<file path="src/rtl/rr_grant_sched.sv">
// Round-robin owner of a shared 3-to-8 select decoder: one grant at a time,
// hold-time preemption unless locked, and a mandatory idle cycle between grants.
module rr_grant_sched #(
  parameter int unsigned N_REQ    = 8,
  parameter int unsigned MAX_HOLD = 16
) (
  input  logic                     clk,
  input  logic                     reset,
  input  logic [N_REQ-1:0]         req,
  input  logic                     lock,
  output logic [$clog2(N_REQ)-1:0] grant_idx,
  output logic                     grant_en,
  output logic                     timeout,
  output logic [7:0]               hold_cnt
);

  localparam int unsigned IDX_W  = $clog2(N_REQ);
  localparam int unsigned CNT_W  = 8;
  localparam logic [CNT_W-1:0] HOLD_LIMIT = CNT_W'(MAX_HOLD);
  localparam logic [CNT_W-1:0] CNT_SAT    = {CNT_W{1'b1}};

  typedef enum logic [0:0] {
    IDLE  = 1'b0,
    GRANT = 1'b1
  } state_e;

  state_e             state_q, state_d;
  logic [IDX_W-1:0]   grant_idx_q, grant_idx_d;
  logic               grant_en_q, grant_en_d;
  logic               timeout_q, timeout_d;
  logic [CNT_W-1:0]   hold_cnt_q, hold_cnt_d;
  logic [IDX_W-1:0]   ptr_q, ptr_d;

  logic               sel_found_c;
  logic [IDX_W-1:0]   sel_idx_c;
  logic               owner_req_c;
  logic               hold_expired_c;
  logic [IDX_W-1:0]   ptr_after_owner_c;

  // First pending requester at or after ptr, wrapping modulo N_REQ.
  always_comb begin
    sel_found_c = 1'b0;
    sel_idx_c   = '0;
    for (int unsigned i = 0; i < N_REQ; i++) begin
      if (!sel_found_c && req[IDX_W'(ptr_q + IDX_W'(i))]) begin
        sel_found_c = 1'b1;
        sel_idx_c   = IDX_W'(ptr_q + IDX_W'(i));
      end
    end
  end

  // >= so that a lock dropped after the limit still preempts on the next edge.
  always_comb begin
    owner_req_c       = req[grant_idx_q];
    hold_expired_c    = !lock && (hold_cnt_q >= HOLD_LIMIT);
    ptr_after_owner_c = IDX_W'(grant_idx_q + IDX_W'(1));
  end

  // Next-state and registered-output logic.
  always_comb begin
    state_d     = state_q;
    grant_idx_d = grant_idx_q;
    grant_en_d  = grant_en_q;
    timeout_d   = 1'b0;
    hold_cnt_d  = hold_cnt_q;
    ptr_d       = ptr_q;

    case (state_q)
      IDLE: begin
        grant_en_d = 1'b0;
        hold_cnt_d = '0;
        if (sel_found_c) begin
          state_d     = GRANT;
          grant_idx_d = sel_idx_c;
          grant_en_d  = 1'b1;
          hold_cnt_d  = CNT_W'(1);
        end
      end

      GRANT: begin
        if (!owner_req_c) begin
          state_d    = IDLE;
          grant_en_d = 1'b0;
          hold_cnt_d = '0;
          ptr_d      = ptr_after_owner_c;
        end else if (hold_expired_c) begin
          state_d    = IDLE;
          grant_en_d = 1'b0;
          timeout_d  = 1'b1;
          hold_cnt_d = '0;
          ptr_d      = ptr_after_owner_c;
        end else if (hold_cnt_q != CNT_SAT) begin
          hold_cnt_d = hold_cnt_q + CNT_W'(1);
        end
      end

      default: begin
        state_d    = IDLE;
        grant_en_d = 1'b0;
        hold_cnt_d = '0;
      end
    endcase
  end

  always_ff @(posedge clk) begin
    if (reset) begin
      state_q     <= IDLE;
      grant_idx_q <= '0;
      grant_en_q  <= 1'b0;
      timeout_q   <= 1'b0;
      hold_cnt_q  <= '0;
      ptr_q       <= '0;
    end else begin
      state_q     <= state_d;
      grant_idx_q <= grant_idx_d;
      grant_en_q  <= grant_en_d;
      timeout_q   <= timeout_d;
      hold_cnt_q  <= hold_cnt_d;
      ptr_q       <= ptr_d;
    end
  end

  assign grant_idx = grant_idx_q;
  assign grant_en  = grant_en_q;
  assign timeout   = timeout_q;
  assign hold_cnt  = hold_cnt_q;

endmodule
</file>
<file path="config.mk">
export PLATFORM = sky130hd
export DESIGN_NAME = rr_grant_sched
export DESIGN_NICKNAME = d
export VERILOG_FILES = /design/src/rtl/rr_grant_sched.sv
export SDC_FILE = /design/constraint.sdc
export NUM_CORES = 1
export LEC_CHECK = 0
export ABC_AREA = 1
export BUFFER_PORTS_ARGS = -buffer_cell sky130_fd_sc_hd__buf_2
export CAP_MARGIN = 20
export CORE_MARGIN = 2
export CORE_UTILIZATION = 40
export DETAILED_ROUTE_END_ITERATION = 10
export GPL_TIMING_DRIVEN = 0
export PLACE_DENSITY = 0.63
export SYNTH_ARGS = -nofsm -noshare
export SYNTH_HDL_FRONTEND = slang
export SYNTH_SLANG_ARGS = --single-unit
</file>
<file path="constraint.sdc">
create_clock -name clk -period 2.51 [get_ports clk]
set_input_delay 0 -clock clk [delete_from_list [all_inputs] [get_ports clk]]
set_output_delay 0 -clock clk [all_outputs]
set_load 0.005 [all_outputs]
</file>
==> results.tsv, run 1 <==
stage	metric	value	unit
outcome	status	completed	
flow_run	cap_viol_max_count	0	
final_layout	postLayoutCellArea	1800	um2
pwr	intPower	0.955	mW
critical_path	start_kind	flop	
sta	setup_viol	0	
detailed_routing	drt_wl_total	3710	um
detailed_routing	ant_nets	0	
placement	place_area	1720	um2
pwr	irDropWorstVdd	0.000488	V
synth	synth_ff_type	dfxtp_1	
clock_network	clkLatencyLatePin	250	ps
grt	grt_use_total	18.3	%
floorplanning	die_height	66.1	um
floorplanning	ioPinCount	24	
final_layout	layoutNonFillerInstCount	318	
synth	synthArstFlopShare	0	%
clock_network	cts_buffers	3	
detailed_routing	avgViaCountPerCell	4.95	
critical_path	reg2regPathDepth	15	
hold_path	min_to	timeout	
critical_path	reg2reg_from	ptr_q[1]	
critical_path	arrival	2410	ps
placement	dp_cells	312	
synth	ys_seq_elements	17	
synth	syn-num-nets	257	
sta	hold_viol	0	
critical_path	worstPathRequired	2650	ps
sta	relSlewSlack	69.0	%
final_layout	antenna_cells	0	
floorplanning	die-area	4370	um2
clock_network	path_clk_slew	60	ps
synth	yosysTopAreaCell	dfxtp_1	
hold_path	min-delay-start	lock	
critical_path	critPathMaxFanout	9	
pwr	p_seq_share	17.9	%
grt	antenna_found_initial	0	
final_layout	nets	287	
pwr	clkPwrFrac	9.4	%
sta	rsz0062_at_grt	no	
clock_network	cts_root_buf	clkbuf_8	
sta	worstMarginPinSlew	461	ps
hold_path	min_path_type	in -> reg	
clock_network	cts_tree	yes	
synth	yosys-top-cells-area	dfxtp_1, nand2_1, nand3_1	
sta	finClkSkew	5.52	ps
synth	synth_edf_count	0	
clock_network	htree_levels	1	
synth	synth.avg_cell_area	6.40	um2
floorplanning	core.rowCount	22	
sta	max_freq	440	MHz
floorplanning	dieWidth	66.1	um
floorplanning	core-area	3690	um2
detailed_routing	avgRoutedWirePerCell	11.7	um
pwr	p_per_area	1170	nW/um2
critical_path	timing_worst_setup_path_type	reg -> reg	
clock_network	clock-sinks	17	
detailed_routing	drtPass1Iterations	4	
hold_path	hold_path_depth	4	
synth	yosysSeqAreaShare	22.1	%
pwr	swShare	54.6	%
grt	grt_overflow	0	
critical_path	r2r_end	grant_idx[1]	
synth	ys_types	29	
critical_path	endpoint_kind	flop	
detailed_routing	vias	1573	
detailed_routing	drc	0	
final_layout	n_fill_cell	410	
pwr	p_leak	0.868	nW
grt	grt_max_degree	11	
sta	drv_slew	0	
grt	grt_pass1_wl	6200	um
grt	grt_pass1_vias	1363	
critical_path	rrSetupSlack	240	ps
synth	synthCells	241	
pwr	power_switching	1.15	mW
final_layout	syn2layout_area_growth	16.5	%
pwr	power_frac_comb	72.7	%
synth	synthesis.area	1540	um2
floorplanning	initial_core_util	41.8	%
placement	hpwlAfterDp	2930	um
placement	gp_congestion	0.807	
synth	synth_top_area_share	22.1	%
clock_network	cts_buffer_depth	2	
sta	post-route-period-util	90.5	%
placement	io_buffers	23	
sta	fin_crit	2270	ps
sta	fin_hold_ws	16.4	ps
synth	ys_warn_count	0	
detailed_routing	dr.first_iter.drc_count	63	
final_layout	drive_above_1_share	21.5	%
Yosys cell counts, drive strengths merged (2+ instances only):
master,count
nand2,75
nand3,39
inv,29
nor2,24
dfxtp,17
a21oi,15
o21ai,11
nor3,6
ha,5
xor2,4
a211oi,3
buf,3
nand4,3
a31oi,2
worst max-delay path by stage:
stage	end	cells past startpoint	from
6_report	grant_idx[1]	15	ptr_q[1]
4_1_cts	grant_idx[1]	15	ptr_q[1]
2_1_floorplan	grant_idx[1]	15	ptr_q[1]
3_5_place_dp	grant_idx[1]	15	ptr_q[1]
5_1_grt	grant_idx[1]	16	ptr_q[1]
3_3_place_gp	grant_idx[1]	15	ptr_q[1]
cells by family after synthesis:
kind of cell | share of synthesized area (%)
compound gates | 12.3
xor+xnor | 4.30
fa+ha+maj | 4.06
buf+inv | 9.58
flops | 22.1
simple gates | 47.6
metrics by stage:
stage	setup TNS, ps	total power [mW]	setup WS, ps	util, %
CTS	0	2.05	24.6	48.1
detailed placement	-370	1.84	-121	46.5
global route	0	2.32	93.9	48.7
finish	0	2.10	239	48.7
global placement	-462	1.84	-146	46.5
floorplan	0	1.53	303	-
critical path, stage by stage, from the launching register on:
cell,delay (ps)
dfxtp_1,340
buf_6,170
inv_4,80
ha_4,250
inv_4,90
nand3_1,110
nand3_1,140
nand2_4,90
nor2_8,120
nand4_4,130
nor2_8,160
nand3_2,80
nand2_2,140
nor2_1,60
nand2_1,120
a21oi_2,60
state kept, by name, summed over array words and instances, names as in the netlist:
| name | count |
|---|---|
| grant_en | 1 |
| grant_idx | 3 |
| hold_cnt | 8 |
| ptr_q | 3 |
| state_q | 1 |
| timeout | 1 |
routing by layer:
metal | GRT usage, % | share of wire (%) | wire length (um)
met5 | 0 | 0 | 0
met4 | 5.36 | 1.3 | 48
met3 | 1.53 | 2.8 | 104
met2 | 28.2 | 43 | 1590
met1 | 26.8 | 53 | 1970
final cells by class:
class	instances	area, um2	share of cell area (%)
buffer	3	33.8	1.88
tap	48	60.1	3.34
sequential	17	340	19.0
multi-input combinational	191	1070	59.4
timing repair buffer	25	133	7.39
clock buffer	4	45.0	2.51
inverter	30	118	6.55
power groups by stage:
stage / logic (mW) / registers, mW / clock network, mW
global route: 1.72 / 0.386 / 0.215
CTS: 1.47 / 0.377 / 0.204
floorplan: 1.16 / 0.376 / 0
finish: 1.53 / 0.376 / 0.198
detailed placement: 1.46 / 0.382 / 0
global placement: 1.45 / 0.382 / 0
cell usage in the layout, fill, tap and decap left out, types with 4 or more instances in the layout:
| cell type | count |
|---|---|
| a21oi_1 | 14 |
| nor2_1 | 21 |
| ha_1 | 4 |
| nor3_1 | 6 |
| nand2_1 | 70 |
| o21ai_0 | 11 |
| buf_2 | 23 |
| dfxtp_1 | 17 |
| inv_1 | 25 |
| nand3_1 | 31 |
| nand3_2 | 8 |
repair_timing:
action,CTS,global route
endpoints found under the setup margin,5,6
pin swaps,0,0
endpoints found under the hold margin,2,0
resized for setup,2,3
hold buffers,1,0
setup buffers,0,1
(Power assumes the default switching activity.)
==> run 2: changes to the inputs <==
- CORE_MARGIN: 2 -> 3
- GPL_TIMING_DRIVEN: 0 -> default
==> run 2 against run 1 <==
Utilization grew 1.3 points. Critical path depth fell by 1. Setup slack better by 21 ps. First-iteration DRC count fell by 1.6%. Die area rose by 6.1%. Via count up 0.45%. Largest power group unchanged. Flip-flop and latch count is the same. Critical endpoint is now state_q. Sequential share of layout area rose by 0.40 points. Clock skew decreased by 3.1 ps. Critical path type unchanged. Largest cell class unchanged. Non-clock buffer count fell by 1. Combinational power down 7%.
==> results.tsv, run 2 (same netlist as run 1, synthesis figures left out) <==
stage	metric	value	unit	change
critical_path	crit_chain	inv_2 > ha_1 > inv_2 > nand3_1 > nand3_1 > nand2_4 > nor2_8 > nand4_4 > nor2_8 > nand3_2 > nand2_2 > inv_2 > nand2_1 > nand2_1		
critical_path	crit_path_frequent_cell	inv_2		
critical_path	critPathMaxFanout	10		+1
hold_path	min_path_type	in -> reg		
sta	finClkSkew	2.44	ps	-3.08 ps
final_layout	seq_area	340	um2	unchanged
detailed_routing	vias	1580		+0.45%
placement	io_buffers	23		unchanged
floorplanning	core-area	3520	um2	-4.5%
clock_network	cts_tree	yes		
floorplanning	ioPinCount	24		unchanged
clock_network	path_clk_slew	70	ps	about the same
grt	grt_pass1_vias	1416		+3.9%
pwr	p_per_area	1160	nW/um2	-0.91%
final_layout	layoutNonFillerInstCount	315		-0.94%
sta	post-route-period-util	89.6	%	-0.86 points
detailed_routing	drtPass1Iterations	4		unchanged
critical_path	reg2regPathDepth	14		-1
clock_network	cts_buffer_depth	2		unchanged
floorplanning	die_height	68.1	um	+3.0%
grt	antenna_found_initial	0		unchanged
final_layout	final_util	49.9	%	+1.3 points
detailed_routing	dr.first_iter.drc_count	62		-1.6%
final_layout	multi_input_area	1050	um2	-1.2%
critical_path	start_kind	flop		
clock_network	htree_levels	1		unchanged
critical_path	timing_worst_setup_path_type	reg -> reg		
sta	max_freq	445	MHz	+0.95%
sta	worstMarginPinSlew	529	ps	+67.4 ps
final_layout	antenna_cells	0		unchanged
detailed_routing	ant_nets	0		unchanged
grt	grt_overflow	0		unchanged
final_layout	mostFrequentLayoutCell	nand2_1		
critical_path	r2r_end	state_q		
critical_path	critPathLaunch	ptr_q[0]		
grt	grt_use_total	18.6	%	+0.30 points
grt	grt_pass1_wl	6600	um	+6.5%
final_layout	final_cell_mix	nand2_1, nand3_1, inv_1		
critical_path	endpoint_kind	flop		
sta	relSlewSlack	64.7	%	-4.3 points
grt	grt_max_degree	12		+1
placement	gp_congestion	0.993		+23%
placement	dp_cells	310		-0.64%
sta	fin_crit	2250	ps	-21.5 ps
detailed_routing	drc	0		unchanged
detailed_routing	avgRoutedWirePerCell	12.3	um	+5.6%
final_layout	n_fill_cell	412		+0.49%
pwr	irDropWorstVdd	0.000524	V	+7.5%
clock_network	clock-sinks	17		unchanged
sta	drv_slew	0		unchanged
sta	fin_tns_setup	0	ps	unchanged
detailed_routing	drt_wl_total	3880	um	+4.6%
critical_path	path_depth	14		-1
final_layout	largest_reg_flops	8		unchanged
clock_network	cts_buffers	3		unchanged
clock_network	clkLatencyLatePin	260	ps	about the same
critical_path	worstPathRequired	2660	ps	about the same
placement	hpwlAfterDp	3180	um	+8.5%
critical_path	arrival	2400	ps	about the same
critical_path	crit_path_end	state_q		
critical_path	critical_path_buf_inv_count	3		unchanged
final_layout	drive_above_1_share	20.8	%	-0.66 points
critical_path	reg2reg_from	ptr_q[0]		
floorplanning	initial_core_util	43.8	%	+2.0 points
critical_path	slowest_stage	ha_1		
pwr	p_leak	0.857	nW	-1.2%
sta	hold_viol	0		unchanged
critical_path	rrSetupSlack	260	ps	+20 ps
critical_path	worst_path_largest_cell_delay	390	ps	+50 ps
clock_network	cts_root_buf	clkbuf_8		
critical_path	critPathTopFamily	simple AND/OR/NAND/NOR gates		
outcome	status	completed		
floorplanning	die-area	4630	um2	+6.1%
pwr	p_total	2.04	mW	-3.0%
final_layout	syn2layout_area_growth	14.0	%	
sta	setup_viol	0		unchanged
detailed_routing	avgViaCountPerCell	5.02		+1.4%
final_layout	nets	286		-0.35%
floorplanning	dieWidth	68.1	um	+3.0%
flow_run	cap_viol_max_count	0		unchanged
sta	rsz0062_at_grt	no		
floorplanning	core.rowCount	21		-4.5%
[run 2: changes by cell type in the layout (fill, tap and decap cells not counted), sizes merged]
cell    delta
buf        -1
clkinv     +1
inv        -1
[run 2: area by class of cell]
class	count	share of cell area, %
Clock buffer	4	2.56
Tap cell	46	3.27
Sequential cell	17	19.4
Inverter	30	6.48
Timing Repair Buffer	27	8.40
Multi-Input combinational cell	191	59.9
[run 2: what timing repair did]
action / CTS / global route
hold buffers: 1 / 0
endpoints found under the setup margin: 0 / 5
setup buffers: 0 / 0
resized for setup: 0 / 1
endpoints found under the hold margin: 2 / 0
[run 2: worst min-delay path by stage]
stage | start | end | cells after the start
6_report | lock | timeout | 4
4_1_cts | lock | timeout | 4
3_5_place_dp | reset | grant_idx[1] | 2
2_1_floorplan | reset | grant_idx[1] | 1
5_1_grt | lock | timeout | 4
3_3_place_gp | reset | grant_idx[1] | 2
[run 2: metrics by stage]
step / worst slack [ps] / instance area, um2 / hold slack, ps
final: 261 / 1760 / 1.55
after global routing: 39.1 / 1760 / 37.6
after CTS: 168 / 1760 / 8.41
after detailed placement: 181 / 1700 / 218
after global placement: 220 / 1700 / 226
after floorplan: 303 / 1540 / 62.4
[run 2: worst register-to-register path, stage by stage (launching register included)]
cell and delay (ps):
dfxtp_1 340, inv_2 90, ha_1 390, inv_2 150, nand3_1 110, nand3_1 140
nand2_4 90, nor2_8 120, nand4_4 130, nor2_8 150, nand3_2 90, nand2_2 140
inv_2 50, nand2_1 90, nand2_1 50
[run 2: report_power, final]
part	leakage (nW)	switching, mW	internal, mW
combinational	0.695	0.960	0.468
clock	0.0228	0.0964	0.113
sequential	0.139	0.0798	0.323
total	0.857	1.14	0.904
[run 2: routing by layer]
layer	global-route usage (%)	part of all wire, %
met3	2.96	3.6
met5	0	0
met1	30.0	55
met4	2.98	0.67
met2	25.5	41
==> run 3: changes to the inputs <==
- CELL_PAD_IN_SITES_DETAIL_PLACEMENT: default -> 0
- CELL_PAD_IN_SITES_GLOBAL_PLACEMENT: default -> 1
- CORE_UTILIZATION: 40 -> 39
- PLACE_DENSITY: 0.63 -> 0.82
==> run 3 against run 2 <==
Hold slack gained 3.5 ps. Setup slack lost 4.7 ps. Utilization shrank 2.9 points. Via count grew 1.0%. Maximum frequency shrank 0.21%. Cell count grew 0.63%. Cell area grew 0.14%. Flip-flop and latch count is the same. Critical path depth is the same. Global-route usage shrank 0.11 points. Combinational power is essentially flat.
==> results.tsv, run 3 (same netlist as run 1, synthesis figures left out) <==
stage	metric	value	unit	change
outcome	status	completed		
critical_path	critPathMaxFanout	10		unchanged
pwr	power_frac_comb	70.2	%	+0.2 points
placement	hpwlAfterDp	3200	um	+0.60%
critical_path	arrival	2400	ps	about the same
final_layout	syn2layout_area_growth	14.2	%	
final_layout	mostFrequentLayoutCell	nand2_1		
detailed_routing	avgRoutedWirePerCell	12.4	um	+0.44%
floorplanning	die-area	4740	um2	+2.3%
floorplanning	core.rowCount	22		+4.8%
sta	setup_viol	0		unchanged
pwr	p_seq_share	19.8	%	about the same
clock_network	cts_tree	yes		
floorplanning	initial_core_util	41.2	%	-2.6 points
detailed_routing	drc	0		unchanged
critical_path	endpoint_kind	flop		
critical_path	reg2regPathDepth	14		unchanged
final_layout	drive_above_1_share	20.8	%	unchanged
grt	grt_pass1_vias	1475		+4.2%
pwr	clkPwrFrac	10.0	%	-0.3 points
pwr	p_per_area	1160	nW/um2	about the same
sta	post-route-period-util	89.8	%	+0.19 points
floorplanning	dieWidth	68.9	um	+1.2%
clock_network	cts_buffers	3		unchanged
placement	io_buffers	23		unchanged
placement	gp_congestion	0.825		-17%
clock_network	path_clk_slew	70	ps	about the same
hold_path	min_path_type	in -> reg		
sta	drv_slew	0		unchanged
final_layout	final_cell_mix	nand2_1, nand3_1, inv_1		
clock_network	htree_levels	1		unchanged
critical_path	r2r_end	grant_idx[1]		
clock_network	clkLatencyLatePin	250	ps	about the same
critical_path	timing_worst_setup_path_type	reg -> reg		
critical_path	critPathLaunch	ptr_q[0]		
final_layout	antenna_cells	0		unchanged
sta	max_freq	444	MHz	-0.21%
detailed_routing	ant_nets	0		unchanged
detailed_routing	vias	1596		+1.0%
grt	grt_overflow	0		unchanged
clock_network	clock-sinks	17		unchanged
pwr	irDropWorstVdd	0.000444	V	-15%
critical_path	rrSetupSlack	260	ps	about the same
floorplanning	core-area	3740	um2	+6.3%
floorplanning	die_height	68.9	um	+1.2%
critical_path	worstPathRequired	2650	ps	about the same
clock_network	cts_root_buf	clkbuf_8		
pwr	swShare	55.9	%	+0.18 points
sta	hold_viol	0		unchanged
detailed_routing	dr.first_iter.drc_count	82		+32%
detailed_routing	drtPass1Iterations	4		unchanged
sta	relSlewSlack	62.9	%	-1.8 points
final_layout	nets	286		unchanged
grt	grt_max_degree	12		unchanged
critical_path	reg2reg_from	ptr_q[0]		
detailed_routing	avgViaCountPerCell	5.03		+0.38%
pwr	intPower	0.902	mW	-0.18%
clock_network	cts_buffer_depth	2		unchanged
hold_path	hold_path_depth	4		unchanged
placement	place_area	1710	um2	+0.15%
grt	grt_pass1_wl	6620	um	+0.42%
sta	fin_crit	2250	ps	+4.67 ps
sta	finClkSkew	7.10	ps	+4.66 ps
sta	rsz0062_at_grt	no		
final_layout	postLayoutCellArea	1760	um2	+0.14%
final_layout	largest_reg_flops	8		unchanged
detailed_routing	drt_wl_total	3920	um	+1.1%
pwr	power_switching	1.14	mW	+0.54%
sta	worstMarginPinSlew	556	ps	+26.9 ps
grt	grt_use_total	18.5	%	-0.11 points
floorplanning	ioPinCount	24		unchanged
grt	antenna_found_initial	0		unchanged
hold_path	min_to	timeout		
pwr	p_leak	0.857	nW	unchanged
hold_path	min-delay-start	lock		
flow_run	cap_viol_max_count	0		unchanged
critical_path	start_kind	flop		
sta	fin_tns_setup	0	ps	unchanged
[run 3: cell counts in the layout (fill, tap and decap cells not counted)]
Identical to the previous run, type by type.
[run 3: per-layer routing]
layer	global-route usage (%)	wire length, um	vias up
li1	-	-	852
met1	28.7	2150	707
met2	26.0	1570	31
met3	3.57	154	6
met4	3.65	49	0
met5	0	0	-
[run 3: worst max path at each step]
stage / slack, ps / endpoint / cells after the start
final: 260 / grant_idx[1] / 14
after global routing: 20 / grant_idx[2] / 15
after CTS: 170 / grant_idx[1] / 14
after detailed placement: 190 / grant_idx[1] / 14
after global placement: 220 / grant_idx[1] / 14
after floorplan: 300 / grant_idx[1] / 15
[run 3: final cells by class]
type / instances / area [um2]
fill: 392 / 1980
multi-input combinational: 191 / 1050
sequential: 17 / 340
timing repair buffer: 27 / 148
inverter: 30 / 114
tap: 48 / 60.1
clock buffer: 4 / 45.0
[run 3: critical path, cell delays in order (launching register included)]
cell and delay [ps]:
dfxtp_1 340, inv_2 100, ha_1 390, inv_2 160
nand3_1 110, nand3_1 140, nand2_4 90, nor2_8 120
nand4_4 130, nor2_8 150, nand3_2 100, nor2_1 130
nor2_1 50, nand2_1 90, a21oi_2 50
[run 3: power by group through the flow]
stage,clock [mW],combinational [mW],sequential [mW]
finish,0.205,1.44,0.404
global route,0.220,1.63,0.410
CTS,0.209,1.43,0.403
detailed placement,0,1.42,0.408
global placement,0,1.43,0.409
floorplan,0,1.16,0.376
[run 3: per-stage QoR]
| stage | power [mW] | utilization, % | instances | worst slack, ps | hold WS (ps) |
|---|---|---|---|---|---|
| final | 2.04 | 47.0 | 317 | 256 | 5.02 |
| after global routing | 2.26 | 47.0 | 317 | 24.8 | 10.8 |
| after CTS | 2.04 | 47.0 | 317 | 174 | 5.98 |
| after detailed placement | 1.83 | 45.6 | 312 | 192 | 228 |
| after global placement | 1.84 | 45.6 | 312 | 221 | 221 |
| after floorplan | 1.53 | - | 241 | 303 | 62.4 |
[run 3: repair_timing]
item                                   4_1_cts  5_1_grt
hold buffers                                 1        0
buffers inserted                             0        0
setup endpoints to repair                    0        5
endpoints found under the hold margin        2        0
resized for setup                            0        1
